$ cat src/rtl/jedro_1_muldiv_pkg.sv
// -----------------------------------------------------------------------------
// jedro_1_muldiv_pkg
// Shared types and helpers for the jedro_1 iterative multiply/divide unit.
//   muldiv_op_e : RV32M operation, encoded as the instruction's funct3.
//   state_e     : control FSM states of the unit.
//   is_div / is_rem / is_signed_a / is_signed_b : operation decode helpers.
// -----------------------------------------------------------------------------
package jedro_1_muldiv_pkg;

  typedef enum logic [2:0] {
    OP_MUL    = 3'd0,
    OP_MULH   = 3'd1,
    OP_MULHSU = 3'd2,
    OP_MULHU  = 3'd3,
    OP_DIV    = 3'd4,
    OP_DIVU   = 3'd5,
    OP_REM    = 3'd6,
    OP_REMU   = 3'd7
  } muldiv_op_e;

  typedef enum logic [1:0] {
    ST_IDLE = 2'd0,
    ST_CALC = 2'd1,
    ST_FIX  = 2'd2,
    ST_DONE = 2'd3
  } state_e;

  // Divide family (DIV, DIVU, REM, REMU).
  function automatic logic is_div(input muldiv_op_e op);
    return (op == OP_DIV) || (op == OP_DIVU) || (op == OP_REM) || (op == OP_REMU);
  endfunction

  // Remainder-returning operations.
  function automatic logic is_rem(input muldiv_op_e op);
    return (op == OP_REM) || (op == OP_REMU);
  endfunction

  // rs1 is interpreted as signed. MUL is deliberately excluded: the low word
  // of the product does not depend on operand signedness.
  function automatic logic is_signed_a(input muldiv_op_e op);
    return (op == OP_MULH) || (op == OP_MULHSU) || (op == OP_DIV) || (op == OP_REM);
  endfunction

  // rs2 is interpreted as signed.
  function automatic logic is_signed_b(input muldiv_op_e op);
    return (op == OP_MULH) || (op == OP_DIV) || (op == OP_REM);
  endfunction

endpackage

$ cat src/rtl/jedro_1_muldiv_negate.sv
// -----------------------------------------------------------------------------
// jedro_1_muldiv_negate
// Combinational conditional two's-complement negation.
//   data_i : value to (optionally) negate, WIDTH bits
//   neg_i  : 1 = output -data_i, 0 = output data_i
//   data_o : result, WIDTH bits (modulo 2^WIDTH)
// -----------------------------------------------------------------------------
module jedro_1_muldiv_negate #(
  parameter int WIDTH = 32
) (
  input  logic [WIDTH-1:0] data_i,
  input  logic             neg_i,
  output logic [WIDTH-1:0] data_o
);

  // Invert-and-increment when negation is requested, else pass through.
  always_comb begin
    if (neg_i) begin
      data_o = ~data_i + {{(WIDTH-1){1'b0}}, 1'b1};
    end else begin
      data_o = data_i;
    end
  end

endmodule

$ cat src/rtl/jedro_1_muldiv.sv
// -----------------------------------------------------------------------------
// jedro_1_muldiv
// Iterative RV32M multiply/divide unit: radix-2 shift-add multiply and
// restoring divide, one bit per cycle, one operation in flight.
//   clk_i    : clock, rising edge
//   rst_i    : asynchronous active-high reset (aborts any operation)
//   op_i     : muldiv_op_e operation code (funct3 encoding)
//   a_i/b_i  : rs1 / rs2 operands, captured on acceptance
//   valid_i  : request valid          ready_o : unit idle, request accepted
//   result_o : registered result      valid_o : result valid
//   ready_i  : consumer takes result
// -----------------------------------------------------------------------------
module jedro_1_muldiv
  import jedro_1_muldiv_pkg::*;
#(
  parameter int DATA_WIDTH = 32
) (
  input  logic                  clk_i,
  input  logic                  rst_i,
  input  logic [2:0]            op_i,
  input  logic [DATA_WIDTH-1:0] a_i,
  input  logic [DATA_WIDTH-1:0] b_i,
  input  logic                  valid_i,
  output logic                  ready_o,
  output logic [DATA_WIDTH-1:0] result_o,
  output logic                  valid_o,
  input  logic                  ready_i
);

  localparam int W     = DATA_WIDTH;
  localparam int CNT_W = $clog2(DATA_WIDTH);

  localparam logic [W-1:0]     ZERO_W    = {W{1'b0}};
  localparam logic [W-1:0]     ALL_ONES  = {W{1'b1}};
  localparam logic [W-1:0]     MOST_NEG  = {1'b1, {(W-1){1'b0}}};
  localparam logic [CNT_W-1:0] CNT_LAST  = CNT_W'(DATA_WIDTH - 1);
  localparam logic [CNT_W-1:0] CNT_ZERO  = {CNT_W{1'b0}};
  localparam logic [CNT_W-1:0] CNT_ONE   = {{(CNT_W-1){1'b0}}, 1'b1};

  // Architectural state.
  state_e           state_q, state_d;
  muldiv_op_e       op_q, op_d;
  logic [W-1:0]     b_q, b_d;          // divisor / multiplicand magnitude
  logic [2*W-1:0]   acc_q, acc_d;      // mul: {partial hi, multiplier}, div: {remainder, quotient}
  logic [CNT_W-1:0] cnt_q, cnt_d;
  logic             neg_q, neg_d;      // product / quotient sign
  logic             neg_rem_q, neg_rem_d;
  logic [W-1:0]     result_q, result_d;
  logic             valid_q, valid_d;
  logic             ready_q, ready_d;

  // Request decode.
  muldiv_op_e   req_op_s;
  logic         sign_a_s, sign_b_s;
  logic [W-1:0] a_mag_s, b_mag_s;
  logic         div_by_zero_s, div_overflow_s;

  // Iteration datapath.
  logic [W:0]   mul_sum_s;
  logic [W:0]   div_part_s;
  logic [W:0]   div_diff_s;

  // Fix-up datapath.
  logic [2*W-1:0] prod_fix_s;
  logic [W-1:0]   quot_fix_s, rem_fix_s;
  logic [W-1:0]   fix_result_s;

  assign req_op_s = muldiv_op_e'(op_i);
  assign sign_a_s = is_signed_a(req_op_s) & a_i[W-1];
  assign sign_b_s = is_signed_b(req_op_s) & b_i[W-1];

  assign div_by_zero_s  = is_div(req_op_s) && (b_i == ZERO_W);
  assign div_overflow_s = is_div(req_op_s) && is_signed_b(req_op_s)
                          && (a_i == MOST_NEG) && (b_i == ALL_ONES);

  // Operand magnitudes; the most negative value maps onto itself, which is the
  // correct unsigned magnitude.
  jedro_1_muldiv_negate #(.WIDTH(W)) u_neg_a (
    .data_i(a_i), .neg_i(sign_a_s), .data_o(a_mag_s)
  );
  jedro_1_muldiv_negate #(.WIDTH(W)) u_neg_b (
    .data_i(b_i), .neg_i(sign_b_s), .data_o(b_mag_s)
  );

  // Result sign restoration.
  jedro_1_muldiv_negate #(.WIDTH(2*W)) u_neg_prod (
    .data_i(acc_q), .neg_i(neg_q), .data_o(prod_fix_s)
  );
  jedro_1_muldiv_negate #(.WIDTH(W)) u_neg_quot (
    .data_i(acc_q[W-1:0]), .neg_i(neg_q), .data_o(quot_fix_s)
  );
  jedro_1_muldiv_negate #(.WIDTH(W)) u_neg_rem (
    .data_i(acc_q[2*W-1:W]), .neg_i(neg_rem_q), .data_o(rem_fix_s)
  );

  // Shift-add step: add multiplicand to the high half when the current
  // multiplier LSB is set, then shift the whole accumulator right.
  assign mul_sum_s = {1'b0, acc_q[2*W-1:W]} + (acc_q[0] ? {1'b0, b_q} : {(W+1){1'b0}});

  // Restoring step: bring the next dividend bit into the partial remainder and
  // trial-subtract the divisor. The partial remainder is always below 2*b so
  // W+1 bits are enough.
  assign div_part_s = {acc_q[2*W-1:W], acc_q[W-1]};
  assign div_diff_s = div_part_s - {1'b0, b_q};

  // Select the architected half/word once the iteration has finished.
  always_comb begin
    fix_result_s = ZERO_W;
    if (is_div(op_q)) begin
      if (is_rem(op_q)) begin
        fix_result_s = rem_fix_s;
      end else begin
        fix_result_s = quot_fix_s;
      end
    end else begin
      if (op_q == OP_MUL) begin
        fix_result_s = prod_fix_s[W-1:0];
      end else begin
        fix_result_s = prod_fix_s[2*W-1:W];
      end
    end
  end

  // Control FSM and next-state datapath.
  always_comb begin
    state_d    = state_q;
    op_d       = op_q;
    b_d        = b_q;
    acc_d      = acc_q;
    cnt_d      = cnt_q;
    neg_d      = neg_q;
    neg_rem_d  = neg_rem_q;
    result_d   = result_q;
    valid_d    = 1'b0;

    case (state_q)
      ST_IDLE: begin
        if (valid_i) begin
          op_d      = req_op_s;
          b_d       = b_mag_s;
          acc_d     = {ZERO_W, a_mag_s};
          cnt_d     = CNT_ZERO;
          neg_d     = sign_a_s ^ sign_b_s;
          neg_rem_d = sign_a_s;
          if (div_by_zero_s) begin
            result_d = is_rem(req_op_s) ? a_i : ALL_ONES;
            state_d  = ST_DONE;
          end else if (div_overflow_s) begin
            result_d = is_rem(req_op_s) ? ZERO_W : a_i;
            state_d  = ST_DONE;
          end else begin
            state_d  = ST_CALC;
          end
        end else begin
          state_d = ST_IDLE;
        end
      end

      ST_CALC: begin
        if (is_div(op_q)) begin
          if (!div_diff_s[W]) begin
            acc_d = {div_diff_s[W-1:0], acc_q[W-2:0], 1'b1};
          end else begin
            acc_d = {div_part_s[W-1:0], acc_q[W-2:0], 1'b0};
          end
        end else begin
          acc_d = {mul_sum_s, acc_q[W-1:1]};
        end
        if (cnt_q == CNT_LAST) begin
          cnt_d   = CNT_ZERO;
          state_d = ST_FIX;
        end else begin
          cnt_d   = cnt_q + CNT_ONE;
          state_d = ST_CALC;
        end
      end

      ST_FIX: begin
        result_d = fix_result_s;
        state_d  = ST_DONE;
      end

      ST_DONE: begin
        // valid_o rises one cycle after entering DONE; only a handshake with
        // valid_o already high releases the unit.
        if (valid_q && ready_i) begin
          valid_d = 1'b0;
          state_d = ST_IDLE;
        end else begin
          valid_d = 1'b1;
          state_d = ST_DONE;
        end
      end

      default: begin
        state_d = ST_IDLE;
      end
    endcase

    ready_d = (state_d == ST_IDLE);
  end

  // State and output registers, cleared asynchronously.
  always_ff @(posedge clk_i or posedge rst_i) begin
    if (rst_i) begin
      state_q   <= ST_IDLE;
      op_q      <= OP_MUL;
      b_q       <= ZERO_W;
      acc_q     <= {(2*W){1'b0}};
      cnt_q     <= CNT_ZERO;
      neg_q     <= 1'b0;
      neg_rem_q <= 1'b0;
      result_q  <= ZERO_W;
      valid_q   <= 1'b0;
      ready_q   <= 1'b1;
    end else begin
      state_q   <= state_d;
      op_q      <= op_d;
      b_q       <= b_d;
      acc_q     <= acc_d;
      cnt_q     <= cnt_d;
      neg_q     <= neg_d;
      neg_rem_q <= neg_rem_d;
      result_q  <= result_d;
      valid_q   <= valid_d;
      ready_q   <= ready_d;
    end
  end

  assign ready_o  = ready_q;
  assign valid_o  = valid_q;
  assign result_o = result_q;

endmodule
$ cat config.mk
export PLATFORM = sky130hd
export DESIGN_NAME = jedro_1_muldiv
export DESIGN_NICKNAME = d
export VERILOG_FILES = /design/src/rtl/jedro_1_muldiv_pkg.sv /design/src/rtl/jedro_1_muldiv_negate.sv /design/src/rtl/jedro_1_muldiv.sv
export SDC_FILE = /design/constraint.sdc
export NUM_CORES = 1
export LEC_CHECK = 0
export BUFFER_PORTS_ARGS = -buffer_cell sky130_fd_sc_hd__buf_2
export CELL_PAD_IN_SITES_DETAIL_PLACEMENT = 0
export CELL_PAD_IN_SITES_GLOBAL_PLACEMENT = 1
export CORE_ASPECT_RATIO = 1.4
export CORE_MARGIN = 5
export CORE_UTILIZATION = 46
export DETAILED_ROUTE_END_ITERATION = 10
export HOLD_SLACK_MARGIN = 0.12
export PLACE_DENSITY = 0.93
export RECOVER_POWER = 25
export SLEW_MARGIN = 20
export SYNTH_ARGS = -nofsm -noshare
export SYNTH_HDL_FRONTEND = slang
export SYNTH_SLANG_ARGS = --single-unit
$ cat constraint.sdc
create_clock -name clk_i -period 5.7 [get_ports clk_i]
set_input_delay 1.14 -clock clk_i [delete_from_list [all_inputs] [get_ports clk_i]]
set_output_delay 1.14 -clock clk_i [all_outputs]
set_load 0.01 [all_outputs]
==> metrics.md <==
| Metric | Value |
|---|---|
| Run status | `complete, but fails checks` |
| Failing checks | `max-capacitance violations, max-slew violations` |
| Syn_nets | `approximately 2000` |
| RSZ-0062 raised after global routing | `no` |
| Dominant synthesized flop cell | `dfrtp_1` |
| Number of synthesized flops with an enable pin | `0` |
| #FFs+latches synth | `142` |
| Post-synthesis mux area share | `0.04027` |
| Internal power | `~4.9 mW` |
| Post-Synth Adder-Cell Area | `0.06509` |
| Power per cell area | `~670 mW/mm2` |
| Die width | `approximately 160 um` |
| Min-delay src | `valid_o` |
| Synth Instances | `around 1900` |
| Via count of the first global-routing pass | `14130` |
| Commonest non-fill, non-tap cell in the layout | `o21ai_0` |
| Leakage | `about 6.3 nW` |
| Clock latency on the worst-skew pair | `0.46 ns` |
| Via count | `approximately 15000` |
| Most frequent cells in the layout | `205 x o21ai_0, 192 x nand2_1, 142 x a21oi_1` |
| Initial antenna violation count | `0` |
| TritonCTS Sinks | `~140` |
| Reg area | `0.003557 mm2` |
| Post-CTS resize count | `0` |
| Worst setup path startpoint | `valid_i` |
| Initial Util | `0.4644` |
| FF-to-FF path depth | `11` |
| Die area | `0.03468 mm2` |
| Switching Share | `0.5303` |
| ANT cells | `0` |
| Clock buffer depth | `2` |
| Global route overflow | `0` |
| Final HPWL DP | `about 39000 um` |
| Worst clock skew | `0.02310 ns` |
| Total number of H-tree levels | `4` |
| Final core utilization | `0.5041` |
| Final ANT Viol Nets | `0` |
| Chip height | `218.3 um` |
| Simple-gate share of the synthesized area | `0.2109` |
| Clock Pin Slew Worst Setup and Hold Paths | `0.07 ns` |
| PortBufs | `~100` |
| Initial DRC count | `~1300` |
| # fillers | `about 3000` |
| DR DRC count | `0` |
| Share of layout cells above drive strength 1 | `0.1017` |
| Placed Area | `0.01494 mm2` |
| Maximum number of pins on one net before global-route repair | `68` |
| Final Cycle Share | `0.8016` |
| Final Slew Violations | `101` |
| Rows | `between 70 and 80` |
| Max_cap viols | `2` |
| Reg-to-Reg Start | `state_q[0]` |
| Worst Path Arrival | `between 4 and 5 ns` |
| Final net count | `2038` |
| WL per Instance | `about 23 um` |
| XOR/XNOR Fraction of Synth Area | `0.1136` |
| Multi-input gate area | `approximately 0.010 mm2` |
| Crit path required time | `6.02 ns` |
| Vias per Instance | `around 6.5` |
| Netlist cell types | `76` |
| Worst rel slew slack | `-0.7474` |
| Worst-Margin Slew | `2.621 ns` |
| Num CTS Buffers | `17` |
| Post-CTS Hold Fix Bufs | `0` |
| Syn Std Cell Area | `0.01426 mm2` |
| Post-CTS setup buffers | `0` |
| Logic pwr share | `0.664` |
| Worst hold-check path type | `flop to flop` |
| Post-synthesis async set-or-reset flop share | `1.000` |
| CP max FO | `53` |
| Final Instance Area | `~0.015 mm2` |
| DR pass1 iterations | `5` |
| Sw Pwr | `~5.5 mW` |
| Fmax | `about 220 MHz` |
| Root Driver | `clkbuf_16` |
| CP Class | `input port to flop` |
| Synth Area in Compound Gates | `0.2700` |
| Clock power frac | `0.105` |
| Seq/Total Area, Yosys | `0.2492` |
| Final Hold Viols | `0` |
| Core Footprint | `between 0.03 and 0.04 mm2` |
| GRT Total Usage | `0.2886` |
| I/O Pins | `105` |
| Seq pwr share | `0.232` |
| GPL Wtd Cong | `roughly 1.0` |
| First-pass GRT wire length | `79710 um` |
| Area Overhead vs Synth | `8.553%` |
| Hold path depth | `1` |
| Final WL | `52190 um` |
| CTS tree | `yes` |
| Synth warnings | `0` |
| Peak VDD IR | `about 290 uV` |
| Tmin final | `about 4.6 ns` |
| Largest family of logic cells by synthesized area | `compound AO/OA/AOI/OAI gates` |
| Fin Setup TNS | `0 ns` |
| CP Capture Type | `flop` |
| Type of origin of the critical path | `input port` |
| Syn Area/Cell | `7.582 um2` |
| Setup Viol. Count Final | `0` |
[stage by stage]
step / std cells / setup WS (ns) / hold WS, ns / power (mW)
2_1_floorplan: 1881 / 0.7521 / 0.4379 / 7.330
6_report: 2297 / 1.131 / 0.4698 / 10.39
3_5_place_dp: 2265 / 0.9650 / 0.4595 / 9.158
5_1_grt: 2297 / 0.8029 / 0.4964 / 11.18
4_1_cts: 2297 / 1.436 / 0.4713 / 10.29
3_3_place_gp: 2265 / 1.067 / 0.4557 / 9.077
[flip-flops by register name, summed over array words and instances, names as in the netlist]
name	count
state_q	2
op_q	3
result_o	32
valid_o	1
ready_o	1
neg_q	1
cnt_q	5
b_q	32
neg_rem_q	1
acc_q	64
[layout make-up]
type / count / area share
multi-input combinational: 1548 / 0.6460
sequential: 142 / 0.2298
timing repair buffer: 122 / 0.04170
tap: 390 / 0.03152
clock buffer: 18 / 0.02772
inverter: 63 / 0.01535
clock inverter: 14 / 0.008001
[worst max-delay path, stage by stage]
cell and delay, ns:
clkbuf_1 0.10, nand2b_1 0.16, nor2_4 0.11, clkbuf_1 1.85, nor2_2 0.39, buf_4 0.42
nand2_1 0.18, nand2_1 0.09, nor2_1 0.12, nand2_1 0.06, mux2i_1 0.16, nor3_1 0.07
[power groups by stage]
stage	Sequential (mW)	Clock, mW	Combinational [mW]
finish	2.41	1.09	6.89
global route	2.47	1.14	7.57
CTS	2.37	1.10	6.81
detailed placement	2.39	0	6.77
global placement	2.37	0	6.70
floorplan	1.91	0	5.42
[synthesized netlist by cell type (all sizes together), types with 54 or more instances]
master / instances / area, um2
a21oi: 142 / 710.7
clkbuf: 114 / 429.2
dfrtp: 141 / 3528
ha: 71 / 888.4
inv: 63 / 236.5
mux2i: 54 / 540.5
nand2: 192 / 720.7
nor2: 134 / 503.0
nor3: 59 / 295.3
o21ai: 207 / 1036
xnor2: 88 / 770.7
xor2: 97 / 849.6
[layer usage]
layer | GRT usage | vias to the layer above | share of wire
li1 | - | 6909 | -
met5 | 0 | - | 0
met2 | 0.4894 | 641 | 0.49
met3 | 0.03811 | 198 | 0.054
met4 | 0.2367 | 0 | 0.089
met1 | 0.3224 | 7095 | 0.37
[final timing paths]
path                       slack [ns]         to
setup / recovery                 1.13  acc_q[63]
hold / removal                   0.47    valid_o
max in group asynchronous        2.33    op_q[2]
min in group asynchronous        1.25  acc_q[27]
setup reg to reg                 1.31  acc_q[63]
hold reg to reg                  0.47    valid_o
[kinds of logic after synthesis]
group,after synthesis
multiplexers,57
AND/OR/NAND/NOR,617
AO/OA/AOI/OAI,616
adder cells (fa/ha/maj),73
flip-flops,142
buffers and inverters,191
XOR/XNOR,185
Note: power is estimated with default switching activity, not from simulation.
